`config.mk`:
```
export PLATFORM = sky130hd
export DESIGN_NAME = ram_arbiter
export DESIGN_NICKNAME = d
export VERILOG_FILES = /design/src/rtl/cpu_types_pkg.sv /design/src/rtl/arb_streak_counter.sv /design/src/rtl/ram_arbiter.sv
export SDC_FILE = /design/constraint.sdc
export NUM_CORES = 1
export LEC_CHECK = 0
export CAP_MARGIN = 30
export CORE_UTILIZATION = 35
export CTS_CLUSTER_DIAMETER = 30
export DETAILED_ROUTE_END_ITERATION = 12
export PLACE_DENSITY = 0.73
export RECOVER_POWER = 25
export SYNTH_ARGS = -nofsm -noshare
export SYNTH_HDL_FRONTEND = slang
export SYNTH_SLANG_ARGS = --single-unit
```
`constraint.sdc`:
```
create_clock -name CLK -period 5.4 [get_ports CLK]
set_input_delay 1.08 -clock CLK [delete_from_list [all_inputs] [get_ports CLK]]
set_output_delay 1.08 -clock CLK [all_outputs]
set_load 0.01 [all_outputs]
```
`src/rtl/cpu_types_pkg.sv`:
```
// Shared CPU datapath types: machine word, RAM handshake state, arbiter state.
package cpu_types_pkg;

  typedef logic [31:0] word_t;

  typedef enum logic [1:0] {
    FREE   = 2'd0,
    BUSY   = 2'd1,
    ACCESS = 2'd2,
    ERROR  = 2'd3
  } ramstate_t;

  typedef enum logic [1:0] {
    IDLE = 2'd0,
    IACC = 2'd1,
    DACC = 2'd2,
    DONE = 2'd3
  } arb_state_t;

endpackage

```
`src/rtl/arb_streak_counter.sv`:
```
// Saturating up-counter with synchronous clear; tracks consecutive data grants.
module arb_streak_counter #(
  parameter int unsigned MAX = 4,
  parameter int unsigned CW  = $clog2(MAX + 1)
) (
  input  logic          clk,
  input  logic          rst,
  input  logic          inc,
  input  logic          clr,
  output logic [CW-1:0] count,
  output logic          full
);

  logic [CW-1:0] count_q, count_d;

  assign full  = (count_q == CW'(MAX));
  assign count = count_q;

  always_comb begin
    count_d = count_q;
    if (clr) begin
      count_d = '0;
    end else if (inc && !full) begin
      count_d = count_q + CW'(1);
    end
  end

  always_ff @(posedge clk or posedge rst) begin
    if (rst) begin
      count_q <= '0;
    end else begin
      count_q <= count_d;
    end
  end

endmodule

```
`src/rtl/ram_arbiter.sv`:
```
// Shares one single-ported RAM between instruction fetch and data access.
// Data has priority; a streak counter forces an instruction grant after MAX_DSTREAK data grants.
module ram_arbiter
  import cpu_types_pkg::*;
#(
  parameter int unsigned MAX_DSTREAK = 4
) (
  input  logic        CLK,
  input  logic        RST,
  input  logic        iREN,
  input  logic [31:0] iaddr,
  input  logic        dREN,
  input  logic        dWEN,
  input  logic [31:0] daddr,
  input  logic [31:0] dstore,
  output logic        ihit,
  output logic [31:0] iload,
  output logic        dhit,
  output logic [31:0] dload,
  output logic        ramREN,
  output logic        ramWEN,
  output logic [31:0] ramaddr,
  output logic [31:0] ramstore,
  input  logic [31:0] ramload,
  input  logic [1:0]  ramstate,
  output logic        ramerr
);

  localparam int unsigned CW = $clog2(MAX_DSTREAK + 1);

  arb_state_t state_q, state_d;
  word_t      addr_q, addr_d;
  word_t      store_q, store_d;
  logic       wr_q, wr_d;
  word_t      iload_q, iload_d;
  word_t      dload_q, dload_d;
  logic       ihit_q, ihit_d;
  logic       dhit_q, dhit_d;
  logic       ramerr_q, ramerr_d;

  logic          streak_inc, streak_clr, streak_full;
  logic [CW-1:0] streak_count;
  ramstate_t     rs;
  logic          active;

  assign rs = ramstate_t'(ramstate);

  arb_streak_counter #(
    .MAX (MAX_DSTREAK),
    .CW  (CW)
  ) u_streak (
    .clk   (CLK),
    .rst   (RST),
    .inc   (streak_inc),
    .clr   (streak_clr),
    .count (streak_count),
    .full  (streak_full)
  );

  always_comb begin
    state_d    = state_q;
    addr_d     = addr_q;
    store_d    = store_q;
    wr_d       = wr_q;
    iload_d    = iload_q;
    dload_d    = dload_q;
    ihit_d     = 1'b0;
    dhit_d     = 1'b0;
    ramerr_d   = 1'b0;
    streak_inc = 1'b0;
    streak_clr = 1'b0;

    unique case (state_q)
      IDLE: begin
        if ((dREN || dWEN) && !(iREN && streak_full)) begin
          state_d = DACC;
          addr_d  = daddr;
          store_d = dstore;
          wr_d    = dWEN;
          // Streak only grows while an instruction fetch is actually waiting.
          if (iREN) streak_inc = 1'b1;
          else      streak_clr = 1'b1;
        end else if (iREN) begin
          state_d    = IACC;
          addr_d     = iaddr;
          store_d    = '0;
          wr_d       = 1'b0;
          streak_clr = 1'b1;
        end
      end
      IACC, DACC: begin
        if (rs == ACCESS) begin
          state_d = DONE;
          if (state_q == IACC) begin
            iload_d = ramload;
            ihit_d  = 1'b1;
          end else begin
            if (!wr_q) dload_d = ramload;
            dhit_d = 1'b1;
          end
        end else if (rs == ERROR) begin
          state_d  = IDLE;
          ramerr_d = 1'b1;
        end
      end
      DONE: begin
        state_d = IDLE;
      end
      default: state_d = IDLE;
    endcase
  end

  always_ff @(posedge CLK or posedge RST) begin
    if (RST) begin
      state_q  <= IDLE;
      addr_q   <= '0;
      store_q  <= '0;
      wr_q     <= 1'b0;
      iload_q  <= '0;
      dload_q  <= '0;
      ihit_q   <= 1'b0;
      dhit_q   <= 1'b0;
      ramerr_q <= 1'b0;
    end else begin
      state_q  <= state_d;
      addr_q   <= addr_d;
      store_q  <= store_d;
      wr_q     <= wr_d;
      iload_q  <= iload_d;
      dload_q  <= dload_d;
      ihit_q   <= ihit_d;
      dhit_q   <= dhit_d;
      ramerr_q <= ramerr_d;
    end
  end

  // Strobes decode straight from state so an async reset drops them at once.
  assign active   = (state_q == IACC) || (state_q == DACC);
  assign ramREN   = (state_q == IACC) || ((state_q == DACC) && !wr_q);
  assign ramWEN   = (state_q == DACC) && wr_q;
  assign ramaddr  = active ? addr_q  : '0;
  assign ramstore = active ? store_q : '0;

  assign ihit   = ihit_q;
  assign dhit   = dhit_q;
  assign ramerr = ramerr_q;
  assign iload  = iload_q;
  assign dload  = dload_q;

endmodule

```
==> out/metrics.csv <==
metric,value,unit
post_dp_cell_area,9150,µm²
reg2reg_slack,1.64,ns
wl_per_cell,16.3,µm
first_global_vias,5221,
io-pin-count,268,
antenna_found_initial,1,
synth_edf_count,0,
top_layer,met4,
grt-ovfl-total,0,
clkSinkCount,137,
leakage,4.22,nW
met1_length,7520,µm
final_common_cell,clkdlybuf4s50_1,
wl_met3,1190,µm
antenna_left,0,
tightest_slew,1.90,ns
ys_seq_area_share,54.8,%
drt_iter0_drc,237,
r2r_end,iload[11],
die_area,18400,µm²
max_stage_delay,0.78,ns
yosysTopAreaCell,dfrtp_1,
startpoint_type,register,
max_freq,251,MHz
final_cell_mix,"clkdlybuf4s50_1, dfrtp_1, o21ai_0, nand2_1, and2_1",
clk_latency,0.41,ns
vias_per_cell,4.93,
grt_pass1_wl,27200,µm
tns,0,ns
ys_types,31,
path_cells,inv_1 > ha_1 > clkbuf_1 > and2_1 > clkdlybuf4s50_1,
power.density,616,nW/µm²
drc,0,
crit_family,buffers and inverters,
num_antenna_cells,0,
ys.warnings.count,0,
start_util,36.1,%
vias,5298,
cts-hold-fix-buffers,0,
wl,17500,µm
syn_inst,585,
cts_buffer_depth,2,
reg2reg_from,state_q[0],
r2r_cells,7,
crit_end,ramstore[22],
grt_max_degree,98,
drive_above_1_share,13.1,%
ys_seq_elements,137,
rows,48,
critPathLaunch,state_q[1],
design_area,9760,µm²
met2WireLength,8420,µm
violations,"capacitance limit, slew limit",
ys_async_sr_fraction,100,%
endpoint_kind,primary output,
hold_violations,0,
critPathBufInv,3,
die_w,136,µm
synth_top_area_share,54.8,%
synth.net_count,728,
slew_violations,34,
finClkSkew,0.00588,ns
cts_tree,yes,
cap_violations,1,
dp.final_hpwl,11900,µm
worstSetupPathType,reg2out,
rsz0062_at_grt,false,
syn_avg_cell_area,10.7,µm²
min_period,3.98,ns
synth-main-ff-cell,dfrtp_1,
critPathArrivalTime,2.90,ns
relSlewSlack,-26.6,%
clockRootBuffer,clkbuf_16,
cp.required,4.32,ns
setup-violations-final,0,
core-area,17400,µm²
portBuffers,267,
htree_levels,4,
path_max_fanout,27,
status,"finished, violations left",
cts_repair_resize_count,0,
timing.final.crit_share,73.7,%
ys_top_cells_by_area,"dfrtp_1, mux2_4, and2_1, mux2_2, o21ai_0",
postCtsSetupRepairBufs,0,
vdd_drop_max,0.328,mV
cpMaxStageDelayCell,clkbuf_1,
synth_area,6260,µm²
cts.reportedPaths.clkPinSlew,0.06,ns
finalNetCount,980,
grtUsageTotal,19.1,%
die_y,136,µm
firstDrtPassIters,5,
gp_congestion,0.780,
hold_class,reg2reg,
cts_buffers,17,
path_depth,5,
syn2layout_area_growth,55.9,%
[metrics by stage]
| stage | total power, mW | util [%] | instances | hold slack [ns] | worst slack [ns] |
|---|---|---|---|---|---|
| after floorplan | 3.23 | - | 585 | 0.442 | 0.652 |
| after global placement | 4.75 | 52.5 | 1041 | 0.453 | 1.67 |
| after detailed placement | 4.84 | 52.7 | 1043 | 0.462 | 1.60 |
| after CTS | 6.09 | 56.3 | 1075 | 0.476 | 1.88 |
| after global routing | 6.40 | 56.2 | 1075 | 0.497 | 1.13 |
| final | 6.01 | 56.2 | 1075 | 0.475 | 1.42 |
[power by group]
| group | leakage, nW | switching [mW] | internal (mW) |
|---|---|---|---|
| logic | 2.26 | 1.30 | 1.72 |
| clock network | 0.292 | 0.472 | 0.741 |
| registers | 1.66 | 0.260 | 1.52 |
[final cells by class]
| type | count | area (µm²) |
|---|---|---|
| well taps | 225 | 282 |
| fillers | 1519 | 7590 |
| multi-input cells | 392 | 2600 |
| flip-flops and latches | 137 | 3430 |
| repair buffers | 278 | 2790 |
| inverters | 11 | 46.3 |
| clock buffers | 18 | 429 |
| clock inverters | 14 | 188 |
[worst reg2reg max path, cell delays in order, from the launching register on]
cell and delay, ns:
dfrtp_1 0.35, inv_1 0.08, ha_1 0.45, clkbuf_1 0.48
and3b_1 0.39, nand2_1 0.07, clkbuf_1 1.36, mux2_2 0.46
[logic make-up after synthesis]
logic type                 after synthesis  synth area share [%]
AOI/OAI and AO/OA                      141                  12.3
adders and majority gates                8                  1.60
muxes                                   66                  13.6
and+or+nand+nor                        177                  13.7
buffers and inverters                   56                  4.00
DFF                                    137                  54.8
[worst min-delay path by stage]
| stage | startpoint | to | slack (ns) | depth (start not counted) |
|---|---|---|---|---|
| 2_1_floorplan | store_q[0] | store_q[0] | 0.44 | 2 |
| 3_3_place_gp | store_q[20] | store_q[20] | 0.45 | 2 |
| 3_5_place_dp | store_q[30] | store_q[30] | 0.46 | 2 |
| 4_1_cts | store_q[30] | store_q[30] | 0.48 | 2 |
| 5_1_grt | store_q[30] | store_q[30] | 0.50 | 2 |
| 6_report | store_q[27] | store_q[27] | 0.47 | 2 |
[metal layers]
metal	vias to the layer above	track usage, %
met1	2544	24.4
met5	-	0
met3	28	4.75
met2	228	31.1
li1	2498	-
met4	0	7.30
[state kept, by name, indices dropped and copies added, names as in the netlist]
| signal | cells |
|---|---|
| ramerr | 1 |
| dload | 32 |
| iload | 32 |
| dhit | 1 |
| store_q | 32 |
| addr_q | 32 |
| wr_q | 1 |
| ihit | 1 |
| u_streak.count | 3 |
| state_q | 2 |
[synthesized netlist by cell type (2+ instances only)]
master    instances
and3_1            3
buf_6             4
o21ai_0          67
a21oi_1          33
ha_1              8
buf_2             6
nor2_1           35
a21o_1            2
dfrtp_1         137
inv_1            11
mux2_2           35
mux2_4           30
nand3_1           2
clkbuf_1         30
nand2_1          65
nor2b_1           2
and2_1           65
clkbuf_2          2
buf_1             3
a31oi_1          33
o22ai_1           2
Note: power is estimated with default switching activity, not from simulation.
==> RTL edit 1: new RTL, config.mk and constraints unchanged <==
Re-encode `arb_state_t` (4 states) as Gray code, 2 bits wide.
--- a/src/rtl/cpu_types_pkg.sv
+++ b/src/rtl/cpu_types_pkg.sv
@@ -11,10 +11,10 @@
   } ramstate_t;
 
   typedef enum logic [1:0] {
-    IDLE = 2'd0,
-    IACC = 2'd1,
-    DACC = 2'd2,
-    DONE = 2'd3
+    IDLE = 2'b00,
+    IACC = 2'b01,
+    DACC = 2'b11,
+    DONE = 2'b10
   } arb_state_t;
 
 endpackage
Formal check against the unedited RTL: no difference found for any inputs over 4 cycles, from zero or initial values and one cycle with RST high; so few cycles prove little.
==> RTL edit 1 against the unedited design <==
- the flow still finishes with violations (capacitance limit, slew limit)
- worst setup slack better by 0.42 ns
- sequential cell count is the same
- power is 11% lower
- final area fell by 2.1%
- global-route usage is 0.29 points higher
- synthesized cell count shrank 0.85%
- register-to-register slack better by 0.65 ns
- area after synthesis is 2.1% lower
- wire length decreased by 1.9%
- count of clock-buffer cells in the layout decreased by 1
- sequential share of layout area grew 0.75 points
- clock power down 3%
- critical endpoint is now addr_q[5]
==> RTL edit 1: results (changes against the unedited design) <==
- Worst Hold Launch: store_q[31]
- Outcome: finished, violations left
- Multi-input logic cell count: 389 (-0.77%)
- Via density: 4.90 (-0.49%)
- Met1 GRT Util: 0.239 (-0.00541)
- Reg2reg path depth: 12 (+5)
- Final Wtd Congestion: 0.778 (-0.24%)
- Iter 0 DRT Violations: 241 (+1.7%)
- Synth Net Count: 719 (-1.2%)
- Setup Skew: 0.0108 ns (+0.00492 ns)
- Failing checks: capacitance limit, slew limit
- First-pass GRT wire length: 27.3 mm (+0.61%)
- Peak VDD IR: 0.000247 V (-25%)
- Reg-to-Reg End: addr_q[5]
- Met2 wire len: 8.36 mm (-0.75%)
- Pre-CTS worst setup slack: 1.45 ns (-0.146 ns)
- Worst slew pin tran: 1.71 ns (-0.188 ns)
- Seq cells: 137 (unchanged)
- Seq area share: 0.359 (+0.00748)
- Crit path max fanout: 51 (+89%)
- Met3 global-route usage: 0.0480 (+0.000485)
- Buffer share of cell area: 0.292 (+0.00599)
- Initial antenna violation count: 0 (-1)
- Largest cells by area after synthesis: dfrtp_1, mux2_2, and2_1, o21ai_0, nand2_1
- Clk tree area frac: 0.0625 (-0.000640)
- Flop2flop setup slack: 2.29 ns (+0.65 ns)
- Max-cap violation count: 1 (unchanged)
- Router iterations before antenna repair: 4 (-1)
- DR WL met3: 1.13 mm (-4.8%)
- Final slew viol count: 35 (+2.9%)
- Number of global-route vias before repair: 5361 (+2.7%)
==> RTL edit 1: metrics by stage <==
| step | hold slack [ns] | power [mW] | std cells | util |
|---|---|---|---|---|
| global route | 0.491 | 5.72 | 1066 | 0.557 |
| detailed placement | 0.463 | 4.25 | 1035 | 0.522 |
| finish | 0.471 | 5.38 | 1066 | 0.557 |
| global placement | 0.454 | 4.16 | 1033 | 0.519 |
| CTS | 0.476 | 5.45 | 1066 | 0.557 |
| floorplan | 0.442 | 2.95 | 580 | - |
==> RTL edit 1: cells by family (layout without fill, tap and decap cells) <==
logic type               after synthesis  after routing  synth area share
flip-flops                           137            137             0.559
adder cells (fa/ha/maj)                4              4           0.00816
multiplexers                          65             65             0.119
buffers and inverters                 54            315            0.0469
AND/OR/NAND/NOR                      182            182             0.146
AO/OA/AOI/OAI                        138            138             0.120
==> RTL edit 1: where the power goes <==
group          internal [mW]  switching (mW)
sequential              1.51           0.268
clock                  0.727           0.448
combinational           1.37            1.05
==> RTL edit 1: worst max path at each step <==
| stage | from | to | slack, ns | depth (start not counted) |
|---|---|---|---|---|
| 3_5_place_dp | iREN | addr_q[12] | 1.45 | 11 |
| 5_1_grt | iREN | addr_q[8] | 1.72 | 11 |
| 2_1_floorplan | RST | addr_q[0] | 0.65 | 1 |
| 4_1_cts | iREN | addr_q[5] | 1.88 | 11 |
| 6_report | iREN | addr_q[5] | 1.84 | 11 |
| 3_3_place_gp | iREN | addr_q[1] | 1.51 | 11 |
==> RTL edit 1: worst max-delay path: stages <==
cell and delay, ns:
clkdlybuf4s50_1 0.46, and3_1 0.17, buf_4 0.23, nor2_1 0.18
inv_1 0.06, buf_4 0.23, ha_1 0.24, or3_2 0.62
buf_12 0.26, a31oi_1 0.17, a21oi_1 0.11
==> RTL edit 2: new RTL, same settings <==
Made on the original files. Set the parameter `MAX_DSTREAK` to 2 (it was 4).
--- a/src/rtl/ram_arbiter.sv
+++ b/src/rtl/ram_arbiter.sv
@@ -3,7 +3,7 @@
 module ram_arbiter
   import cpu_types_pkg::*;
 #(
-  parameter int unsigned MAX_DSTREAK = 4
+  parameter int unsigned MAX_DSTREAK = 2
 ) (
   input  logic        CLK,
   input  logic        RST,
Formal check against the unedited RTL: same outputs for any inputs over 4 cycles, from zero or initial values and one cycle with RST high; that may be too few to reach the edited logic, so the function may still have changed.
==> RTL edit 2 against the unedited design <==
- the flow still finishes with violations (capacitance limit, slew limit)
- count of clock-buffer cells in the layout unchanged
- register-to-register slack better by 1.1 ns
- core utilization up 1.1 points
- final area down 1.9%
- clock power up 8%
- worst setup slack better by 0.27 ns
- area after synthesis down 4.0%
- global-route usage down 1.1 points
- wire length down 12%
- sequential cell count down 1
- power down 4.5%
- critical path type unchanged
- largest power group unchanged
==> RTL edit 2: results (changes against the unedited design) <==
- Outcome: finished, violations left
- Failing checks: capacitance limit, slew limit
- First-pass GRT wire length: 24.6 mm (-9.3%)
- Crit path largest cell delay: 0.73 ns (-0.05 ns)
- Post-synthesis sequential area ratio: 0.566 (+0.0186)
- Max-cap violation count: 1 (unchanged)
- Router iterations before antenna repair: 4 (-1)
- Via density: 4.56 (-7.5%)
- Hold slack: 0.469 ns (-0.00596 ns)
- Post-Place Cell Area: 0.00891 mm2 (-2.7%)
- Leak: 4.17 nW (-1.3%)
- Largest cells by area after synthesis: dfrtp_1, mux2_2, and2_1, nand2_1, mux2i_1
- Sw frac: 0.328 (-0.00937)
- Filler cell count: 1474 (-3.0%)
- Number of nets in the layout: 932 (-4.9%)
- DR vias: 4666 (-12%)
- Placed insts: 992 (-4.9%)
- Setup Skew: 0.00825 ns (+0.00237 ns)
- Dpl hpwl: 11.0 mm (-7.9%)
- Synth cell count leaders: dfrtp_1, nand2_1, o21ai_0, and2_1, mux2_2
- Crit path max fanout: 45 (+67%)
- Pre-CTS worst setup slack: 1.81 ns (+0.218 ns)
- Average size of a mapped cell: 11.3 um2 (+6.0%)
- Count of cell types in the netlist: 29 (-6.5%)
- WL per Instance: 15.0 um (-7.6%)
- WP data arrival: 2.64 ns (-0.26 ns)
- Clock net power: 1.31 mW (+8%)
- Number of global-route vias before repair: 4716 (-9.7%)
- Register share of total power: 0.303 (+0.006)
- Initial antenna violation count: 0 (-1)
- Final slew viol count: 52 (+53%)
- Total area of sequential cells: 0.00340 mm2 (-0.73%)
- Final period utilization: 0.688 (-0.0494)
- Max stage delay cell, worst path: ha_1
- Flop2flop setup slack: 2.72 ns (+1.08 ns)
- Final Wtd Congestion: 0.773 (-0.92%)
RTL edit 2: cell count changes in the layout (fill, tap and decap cells not counted), sizes merged, moves of 3 or more:
cell and delta:
nand2 +32, bufinv +3, mux2i +32, nor2 -33
clkinv +5, a21oi -31, inv -7, a31oi -33
RTL edit 2: path summary, 6_finish.rpt:
path / end / startpoint / cells past startpoint
worst max register to register: dload[2] / state_q[0] / 7
min in group asynchronous: dload[14] / RST / 2
max in group asynchronous: u_streak.count[1] / RST / 4
worst max-delay path: ramaddr[1] / state_q[0] / 5
worst min-delay path: addr_q[3] / addr_q[3] / 2
worst min register to register: addr_q[3] / addr_q[3] / 2
RTL edit 2: worst min-delay path, cell delays in order (launching register included):
cell	delay, ns
dfrtp_1	0.33
nand2_1	0.04
o21ai_0	0.06
RTL edit 2: final cells by class:
type | count | area share
sequential | 136 | 0.355
tap | 220 | 0.0287
clock inverter | 14 | 0.0259
inverter | 11 | 0.00444
multi-input combinational | 350 | 0.251
clock buffer | 18 | 0.0448
timing repair buffer | 275 | 0.290
RTL edit 2: routing by layer:
metal | global-route usage | up-vias | wire length, um
li1 | - | 2291 | -
met1 | 0.222 | 2176 | 6770
met2 | 0.290 | 186 | 7120
met3 | 0.0739 | 13 | 1360
met4 | 0.0504 | 0 | 153
met5 | 0 | - | 0
RTL edit 2: cell families (layout without fill, tap and decap cells):
logic type      Yosys count  in the layout  share of synthesized area
flops                   136            136                      0.566
simple gates            172            172                      0.142
compound gates           75             75                     0.0697
mux                      97             97                      0.175
fa+ha+maj                 6              6                     0.0125
buf+inv                  44            318                     0.0350
